## src/rtl/disp_pkg.sv

```systemverilog
// Shared constants and scan-state type for the 4-digit binary display scanner.
// Segment patterns are a..g on bits 0..6, active-high.
package disp_pkg;

   typedef enum logic [1:0] {
      StDig0 = 2'd0,
      StDig1 = 2'd1,
      StDig2 = 2'd2,
      StDig3 = 2'd3
   } scan_state_t;

   localparam logic [6:0] SEG_ZERO  = 7'b0111111;
   localparam logic [6:0] SEG_ONE   = 7'b0000110;
   localparam logic [6:0] SEG_BLANK = 7'b0000000;

   function automatic logic [3:0] digit_onehot(input scan_state_t st);
      logic [3:0] oh;
      oh = 4'b0001;
      unique case (st)
         StDig0:  oh = 4'b0001;
         StDig1:  oh = 4'b0010;
         StDig2:  oh = 4'b0100;
         StDig3:  oh = 4'b1000;
         default: oh = 4'b0001;
      endcase
      return oh;
   endfunction

endpackage

```

## src/rtl/disp_scan4_if.sv

```systemverilog
// Capture handshake between the upstream code converter and the display scanner.
// master = upstream converter, slave = disp_scan4.
interface disp_scan4_if;
   logic       ready;
   logic [3:0] s;
   logic       ack;

   modport master (
      output ready,
      output s,
      input  ack
   );

   modport slave (
      input  ready,
      input  s,
      output ack
   );
endinterface

```

## src/rtl/seg_bit_enc.sv

```systemverilog
// Combinational 1-bit value to seven-segment encoder ("0" or "1"), with blanking.
module seg_bit_enc
   import disp_pkg::*;
(
   input  logic       val,
   input  logic       blank,
   output logic [6:0] seg
);

   always_comb begin
      seg = SEG_ZERO;
      if (blank) begin
         seg = SEG_BLANK;
      end else if (val) begin
         seg = SEG_ONE;
      end
   end

endmodule

```

## src/rtl/disp_scan4.sv

```systemverilog
// Four-digit multiplexed binary display scanner with frame-synchronous word update.
// Optional macro DISP_SCAN4_BLANK_EN blanks segments from reset until the first word is shown.
module disp_scan4
   import disp_pkg::*;
#(
   parameter int unsigned SCAN_DIV = 4
) (
   input  logic         clk,
   input  logic         reset,
   disp_scan4_if.slave  bus,
   output logic [6:0]   seg,
   output logic [3:0]   an
);

   localparam int unsigned CntW = $clog2(SCAN_DIV);
   localparam logic [CntW-1:0] CntMax = CntW'(SCAN_DIV - 1);

`ifdef DISP_SCAN4_BLANK_EN
   localparam logic [6:0] SegReset = SEG_BLANK;
`else
   localparam logic [6:0] SegReset = SEG_ZERO;
`endif

   logic [CntW-1:0] cnt_q, cnt_d;
   scan_state_t     state_q, state_d;
   logic [3:0]      pend_q, pend_d;
   logic [3:0]      disp_q, disp_d;
   logic            ack_q, ack_d;
   logic [3:0]      an_q, an_d;
   logic [6:0]      seg_q, seg_d;
   logic            tc;
   logic            boundary;
   logic            cur_bit;
   logic            blank_nxt;

   // Scan FSM and prescaler state register.
   always_ff @(posedge clk or negedge reset) begin
      if (!reset) begin
         state_q <= StDig0;
         cnt_q   <= '0;
      end else begin
         state_q <= state_d;
         cnt_q   <= cnt_d;
      end
   end

   always_comb begin
      tc       = (cnt_q == CntMax);
      boundary = tc && (state_q == StDig3);
      cnt_d    = tc ? '0 : cnt_q + 1'b1;
      state_d  = state_q;
      if (tc) begin
         unique case (state_q)
            StDig0:  state_d = StDig1;
            StDig1:  state_d = StDig2;
            StDig2:  state_d = StDig3;
            StDig3:  state_d = StDig0;
            default: state_d = StDig0;
         endcase
      end
   end

   // pend_d already carries a word captured this cycle, so the boundary load
   // naturally bypasses P when capture and frame end coincide.
   always_comb begin
      pend_d  = bus.ready ? bus.s : pend_q;
      ack_d   = bus.ready;
      disp_d  = boundary ? pend_d : disp_q;
      an_d    = digit_onehot(state_d);
      cur_bit = disp_d[state_d];
   end

`ifdef DISP_SCAN4_BLANK_EN
   logic blank_q, blank_d;
   logic seen_q, seen_d;

   always_comb begin
      seen_d  = seen_q | bus.ready;
      blank_d = blank_q & ~(boundary & seen_d);
   end

   always_ff @(posedge clk or negedge reset) begin
      if (!reset) begin
         blank_q <= 1'b1;
         seen_q  <= 1'b0;
      end else begin
         blank_q <= blank_d;
         seen_q  <= seen_d;
      end
   end

   assign blank_nxt = blank_d;
`else
   assign blank_nxt = 1'b0;
`endif

   seg_bit_enc u_enc (
      .val   (cur_bit),
      .blank (blank_nxt),
      .seg   (seg_d)
   );

   // Outputs registered from the same next-state so an and seg move together.
   always_ff @(posedge clk or negedge reset) begin
      if (!reset) begin
         pend_q <= 4'b0000;
         disp_q <= 4'b0000;
         ack_q  <= 1'b0;
         an_q   <= 4'b0001;
         seg_q  <= SegReset;
      end else begin
         pend_q <= pend_d;
         disp_q <= disp_d;
         ack_q  <= ack_d;
         an_q   <= an_d;
         seg_q  <= seg_d;
      end
   end

   assign bus.ack = ack_q;
   assign an      = an_q;
   assign seg     = seg_q;

endmodule

```

## src/flat_wrapper.sv

```systemverilog
// flat-port wrapper written by rule: the top's interface ports become plain ports
module disp_scan4_flat import disp_pkg::*;
#(
   parameter int unsigned SCAN_DIV = 4
)
  (clk, reset, seg, an, bus_ready, bus_s, bus_ack);
  disp_scan4_if bus_i ();
  input  logic clk;
  input  logic reset;
  output logic [6:0] seg;
  output logic [3:0] an;
  input wire logic [$bits(bus_i.ready)-1:0] bus_ready;
  input wire logic [$bits(bus_i.s)-1:0] bus_s;
  output wire logic [$bits(bus_i.ack)-1:0] bus_ack;
  assign bus_i.ready = bus_ready;
  assign bus_i.s = bus_s;
  assign bus_ack = bus_i.ack;
  disp_scan4 #(.SCAN_DIV(SCAN_DIV)) u_core (.clk(clk), .reset(reset), .bus(bus_i), .seg(seg), .an(an));
endmodule
```

## config.mk

```make
export PLATFORM = sky130hd
export DESIGN_NAME = disp_scan4_flat
export DESIGN_NICKNAME = d
export VERILOG_FILES = /design/src/rtl/disp_pkg.sv /design/src/rtl/disp_scan4_if.sv /design/src/rtl/seg_bit_enc.sv /design/src/rtl/disp_scan4.sv /design/src/flat_wrapper.sv
export SDC_FILE = /design/constraint.sdc
export NUM_CORES = 1
export LEC_CHECK = 0
export CORE_MARGIN = 2
export CORE_UTILIZATION = 49
export CTS_CLUSTER_DIAMETER = 150
export DETAILED_ROUTE_END_ITERATION = 16
export PLACE_DENSITY = 0.8
export SLEW_MARGIN = 10
export SYNTH_ARGS = -nofsm -noshare
export SYNTH_HDL_FRONTEND = slang
export SYNTH_SLANG_ARGS = --single-unit
```

## constraint.sdc

```tcl
create_clock -name clk -period 4 [get_ports clk]
set_clock_uncertainty 0.2 [all_clocks]
set_input_delay 0.8 -clock clk [delete_from_list [all_inputs] [get_ports clk]]
set_output_delay 0.8 -clock clk [all_outputs]
set_load 0.02 [all_outputs]
```

==> out/results.ini, run 1 <==
[pwr]
ir_drop_uv = 241
swShare_pct = 22.2
p_per_area_nw_per_um2 = 381
p_clk_share_pct = 31.6
finalPower_mw = 0.345
leakage_nw = 0.431
p_seq_share_pct = 56.7
comb_power_share_pct = 11.7
p_int_mw = 0.268
power_switching_mw = 0.0764

[route]
drt_first_pass_iters = 4
wl_mm = 1.04
wl_per_cell_um = 12.1
drt_iter0_drc = 5
drc = 0
viasPerCell = 4.85
vias = 417
antenna_left = 0

[sta]
fmax_ghz = 0.407
layout_min_cycle_time_ns = 2.46
slew_violations = 0
max_slew.worst_pin.slew_ns = 0.757
fin_tns_setup_ns = 0
setup_violations = 0
hold_viol_final = 0
slew_headroom_pct = 49.4
rsz0062_at_grt = false
period_share_pct = 61.4

[cts]
cts.path.max_buffers = 2
post-cts-setup-buffer-count = 0
ctsRootBufferMaster = clkbuf_4
cts.clk_slew.worst_paths_ns = 0.10
ctsHtreeMaxLevel = 1
cts_resized = 0
clock-sinks = 18
cts_buffers = 3
clk_latency_ns = 0.29
postCtsHoldBufs = 0
cts_tree = done

[place]
port_buffers = 15
post-dp-hpwl_um = 800
place.gp.congestion = 0.704
dp.cells = 82

[finish]
multi_input_area_um2 = 231
num_antenna_cells = 0
nNetsFinal = 82
final_layout_size_suffix_gt1_share_pct = 21.4
syn2layout_area_growth_pct = 22.3
stdcell_count = 86
regArea_um2 = 453
fillers = 119

[worst_setup_path]
r2r_cells = 7
critical_path.slowest_cell = clkdlybuf4s50_1
reg2reg_slack_ns = 2.22
crit_buf_inv = 1
r2r-end = u_core.seg[4]
crit_chain = clkdlybuf4s50_1
worstSetupPathType = reg2out
cp-start-kind = register
slowest_delay_ns = 0.61
end_kind = output port
reg2reg_from = u_core.state_q[0]
cp.required_ns = 3.00
cp.arrival_ns = 1.46
worst-path-max-fanout = 4
cp_top_family = buffers and inverters

[worst_hold_path]
min_from = u_core.cnt_q[0]
hold_end = u_core.cnt_q[0]
hold_class = reg2reg
min_delay_path_depth = 1

[status]
outcome = finished clean

[synthesis]
synth_area_per_cell_um2 = 13.2
synth_seq_cells = 18
yosys_warnings = 0
ys_seq_area_share_pct = 61.1
synth_cell_types = 12
synth-simple-area-share_pct = 4.56
synthCells = 56
synth_top_family_by_area = multiplexers
synth.area.top_cells = dfrtp_1 (54%), mux2_2 (14%), dfstp_2 (7.1%), ha_1 (6.8%), buf_4 (6.1%)
synth.largest_area_cell = dfrtp_1
synth_mux_area_share_pct = 16.4
synthXorXnorAreaFrac_pct = 0
synth_compound_area_share_pct = 2.03
syn_area_um2 = 741
synth_top_area_share_pct = 54.1
synth_fa_ha_area_share_pct = 6.76

[floorplan]
start_util_pct = 50.9
die-area_um2 = 1840
pin_count = 19
fp.coreArea_um2 = 1450
die_y_um = 42.9
die_w_um = 42.9
placementRows = 14

[run]
cap_violations = 0

[global_routing]
antenna_found_initial = 0
grt_pass1_vias = 399
grt_max_degree = 19
grt_usage_pct = 13.7
grt_first_pass_wirelength_mm = 1.75
grt_overflow = 0

cells by family after synthesis:
logic type | after synthesis
AOI/OAI and AO/OA | 2
adders and majority gates | 4
buffers and inverters | 10
DFF | 18
muxes | 11
other | 2
and+or+nand+nor | 9
Yosys cell counts:
cell,number
a21o_1,1
buf_4,6
conb_1,2
dfrtp_1,16
dfstp_2,2
ha_1,4
inv_1,4
mux2_2,9
mux2i_1,2
nand2_1,2
nor2_1,7
o21a_1,1
worst reg2reg max path, delay by kind of cell, from the launching register on:
kind | cells | cell delay, ns
simple gates | 1 | 0.06
mux | 2 | 0.40
compound gates | 1 | 0.21
buf+inv | 2 | 0.18
fa+ha+maj | 1 | 0.28
flops | 1 | 0.38
area by class of cell:
| type | instances | area share, % |
|---|---|---|
| Inverter | 4 | 1.66 |
| Tap cell | 16 | 2.21 |
| Timing Repair Buffer | 15 | 16.6 |
| Multi-Input combinational cell | 29 | 25.6 |
| Sequential cell | 18 | 50.0 |
| Clock buffer | 4 | 4.01 |
through the flow:
stage	setup WS, ns	area [µm²]	hold slack, ns	utilization [%]
after floorplan	2.10	744	0.203	-
after global placement	1.41	870	0.215	59.8
after detailed placement	1.39	870	0.229	59.8
after CTS	1.52	906	0.244	62.3
after global routing	1.48	906	0.259	62.3
final	1.54	906	0.234	62.3
state kept, by name, indices dropped and copies added (netlist names):
| name | count |
|---|---|
| u_core.an | 4 |
| u_core.pend_q | 4 |
| u_core.seg | 1 |
| u_core.state_q | 2 |
| u_core.disp_q | 4 |
| u_core.bus.ack | 1 |
| u_core.cnt_q | 2 |
power groups by stage:
stage	logic [mW]	registers, mW	clock network (mW)
2_1_floorplan	0.0244	0.200	0
3_3_place_gp	0.0402	0.198	0
3_5_place_dp	0.0410	0.199	0
4_1_cts	0.0411	0.196	0.113
5_1_grt	0.0436	0.197	0.124
6_report	0.0404	0.195	0.109
layout by cell type, fill, tap and decap left out, drive strengths merged:
master / netlist / routed
mux2i: 2 / 2
mux2: 9 / 9
nand2: 2 / 2
a21o: 1 / 1
clkbuf: 0 / 4
dfrtp: 16 / 16
dfstp: 2 / 2
o21a: 1 / 1
nor2: 7 / 7
inv: 4 / 4
ha: 4 / 4
conb: 2 / 3
clkdlybuf4s50: 0 / 15
per-layer routing:
layer	vias up	track usage, %	part of all wire [%]
li1	198	-	-
met4	0	11.3	1.6
met1	206	17.0	43
met2	11	21.5	52
met3	2	1.28	3.3
met5	-	0	0
worst max path at each step:
stage / end / startpoint / cells after the start
after global placement: u_core.seg[4] / bus_ready / 5
after detailed placement: u_core.seg[4] / bus_ready / 5
after floorplan: u_core.seg[4] / bus_ready / 4
final: seg[3] / u_core.seg[4] / 1
after global routing: seg[3] / u_core.seg[4] / 1
after CTS: seg[3] / u_core.seg[4] / 1
Note: power is estimated with default switching activity, not from simulation.
==> run 2, diff against run 1 <==
--- a/config.mk
+++ b/config.mk
@@ -6,10 +6,10 @@
 export NUM_CORES = 1
 export LEC_CHECK = 0
 export CORE_MARGIN = 2
-export CORE_UTILIZATION = 49
+export CORE_UTILIZATION = 41
 export CTS_CLUSTER_DIAMETER = 150
 export DETAILED_ROUTE_END_ITERATION = 16
-export PLACE_DENSITY = 0.8
+export PLACE_DENSITY = 0.72
 export SLEW_MARGIN = 10
 export SYNTH_ARGS = -nofsm -noshare
 export SYNTH_HDL_FRONTEND = slang
==> constraint.sdc (replaced) <==
create_clock -name clk -period 2.1 [get_ports clk]
set_clock_uncertainty 0.2 [all_clocks]
set_input_delay 0.42 -clock clk [delete_from_list [all_inputs] [get_ports clk]]
set_output_delay 0.42 -clock clk [all_outputs]
set_load 0.02 [all_outputs]
==> run 2 against run 1 <==
  * Clock-buffer cell count decreased by 1
  * Sequential share of layout area decreased by 0.82 points
  * Worst setup slack got worse by 1.5 ns
  * First-iteration DRC count increased by 60%
  * Die area increased by 18%
  * Highest routed layer unchanged
  * Routed wire length grew 4.1%
  * Combinational power grew 88%
  * Final area rose by 1.7%
  * Register-to-register slack lost 1.9 ns
  * Clock power increased by 50%
  * Worst hold slack improved by 0.0032 ns
==> out/results.ini, run 2 (synthesized netlist as in run 1, its figures left out) <==
[route]
drt_first_pass_iters = 4  ; unchanged
wl_per_cell_um = 11.4  ; -5.7%
antenna_left = 0  ; unchanged
drc = 0  ; unchanged
drt_iter0_drc = 8  ; +3
wl_mm = 1.08  ; +4.1%
vias = 420  ; +0.72%
viasPerCell = 4.42  ; -8.8%

[global_routing]
grt_overflow = 0  ; unchanged
antenna_found_initial = 0  ; unchanged
grt_usage_pct = 12.0  ; -1.8 points
grt_first_pass_wirelength_mm = 1.70  ; -2.7%
grt_pass1_vias = 381  ; -4.5%
grt_max_degree = 19  ; unchanged

[finish]
num_antenna_cells = 0  ; unchanged
layout_common_cells = dfrtp_1 (16), clkdlybuf4s50_1 (11), mux2_2 (9)
final_common_cell = dfrtp_1
fillers = 147  ; +24%
final_layout_size_suffix_gt1_share_pct = 21.4  ; unchanged
syn2layout_area_growth_pct = 24.3
nNetsFinal = 83  ; +1.2%
stdcell_count = 95  ; +10%

[sta]
fmax_ghz = 0.493
slew_violations = 0  ; unchanged
period_share_pct = 96.6
fin_tns_setup_ns = 0  ; unchanged
hold_viol_final = 0  ; unchanged
fin_ws_ns = 0.0723  ; -1.47 ns
setup_violations = 0  ; unchanged
rsz0062_at_grt = false
layout_min_cycle_time_ns = 2.03

[pwr]
p_seq_share_pct = 60.7  ; +4.0 points
p_clk_share_pct = 26.9  ; -4.7 points
power_switching_mw = 0.139  ; +82%
comb_power_share_pct = 12.4  ; +0.7 points
swShare_pct = 22.8  ; +0.61 points
leakage_nw = 0.464  ; +7.8%
p_int_mw = 0.472  ; +76%
finalPower_mw = 0.611  ; +77%
p_per_area_nw_per_um2 = 663  ; +74%
ir_drop_uv = 440  ; +82%

[place]
place.gp.congestion = 0.703  ; -0.17%
dp_worst_setup_slack_ns = -0.104  ; -1.49 ns
dp.cells = 92  ; +12%
post-dp-hpwl_um = 782  ; -2.3%
port_buffers = 15  ; unchanged

[cts]
ctsRootBufferMaster = clkbuf_4
clock-sinks = 18  ; unchanged
cts_buffers = 3  ; unchanged
cts.path.max_buffers = 2  ; unchanged
clk_latency_ns = 0.29  ; about the same
cts_tree = done
ctsHtreeMaxLevel = 1  ; unchanged
cts.clk_slew.worst_paths_ns = 0.09  ; about the same

[status]
outcome = finished clean

[worst_setup_path]
slowest_delay_ns = 0.60  ; about the same
cp_top_family = buffers and inverters
crit_buf_inv = 1  ; unchanged
cp.arrival_ns = 1.41  ; -0.05 ns
critical_path.slowest_cell = clkdlybuf4s50_1
worst-path-max-fanout = 1  ; -3
end_kind = output port
worstSetupPathType = reg2out
crit_chain = clkdlybuf4s50_1
cp.required_ns = 1.48  ; -1.52 ns
cp-start-kind = register

[floorplan]
die_w_um = 46.5  ; +8.5%
die_y_um = 46.5  ; +8.5%
placementRows = 15  ; +1
pin_count = 19  ; unchanged
fp.coreArea_um2 = 1710  ; +17%
start_util_pct = 43.4  ; -7.6 points
die-area_um2 = 2160  ; +18%

[worst_hold_path]
hold_class = in2async

[run]
cap_violations = 0  ; unchanged

[run 2: cell types whose count changed in the layout (fill, tap and decap cells not counted)]
cell and change:
buf_4 +1, clkdlybuf4s50_1 -4, clkbuf_8 -1, dlymetal6s2s_1 +4
[run 2: timing repair]
item | in CTS | in global routing
endpoints found under the setup margin | 0 | 4
resized for setup | 0 | 4
hold buffers | 0 | 0
buffers inserted | 0 | 0
[run 2: final cells by class]
cell class | count | area, µm² | share of cell area (%)
Multi-Input combinational cell | 29 | 231 | 25.1
Inverter | 4 | 15.0 | 1.63
Clock buffer | 3 | 22.5 | 2.45
Tap cell | 25 | 31.3 | 3.40
Timing Repair Buffer | 16 | 168 | 18.2
Sequential cell | 18 | 453 | 49.2
[run 2: final timing paths]
| kind | from | cells past startpoint | endpoint | slack [ns] |
|---|---|---|---|---|
| setup / recovery | u_core.an[0] | 1 | an[0] | 0.07 |
| hold / removal | reset | 2 | u_core.pend_q[1] | 0.24 |
| setup reg to reg | u_core.state_q[0] | 7 | u_core.seg[4] | 0.29 |
| hold reg to reg | u_core.cnt_q[0] | 1 | u_core.cnt_q[0] | 0.24 |
| max in group asynchronous | reset | 2 | u_core.an[0] | 1.20 |
| min in group clk | u_core.cnt_q[0] | 1 | u_core.cnt_q[0] | 0.24 |
[run 2: through the flow]
step | hold WS (ns) | area, µm² | util (%)
after floorplan | -0.0756 | 744 | -
after global placement | 0.215 | 888 | 52.0
after detailed placement | 0.223 | 888 | 52.0
after CTS | 0.237 | 911 | 53.3
after global routing | 0.254 | 921 | 53.9
final | 0.237 | 921 | 53.9
[run 2: power groups by stage]
stage                     registers (mW)  clock network [mW]  logic [mW]
after global placement             0.378                   0      0.0774
after CTS                          0.372               0.173      0.0786
after detailed placement           0.378                   0      0.0783
final                              0.371               0.164      0.0758
after global routing               0.373               0.184      0.0830
after floorplan                    0.381                   0      0.0464
[run 2: layer usage]
metal,GRT usage (%),routed length [µm],vias to the layer above
li1,-,-,198
met2,16.7,459,20
met1,14.7,501,200
met5,0,0,-
met3,6.27,109,2
met4,6.86,14,0
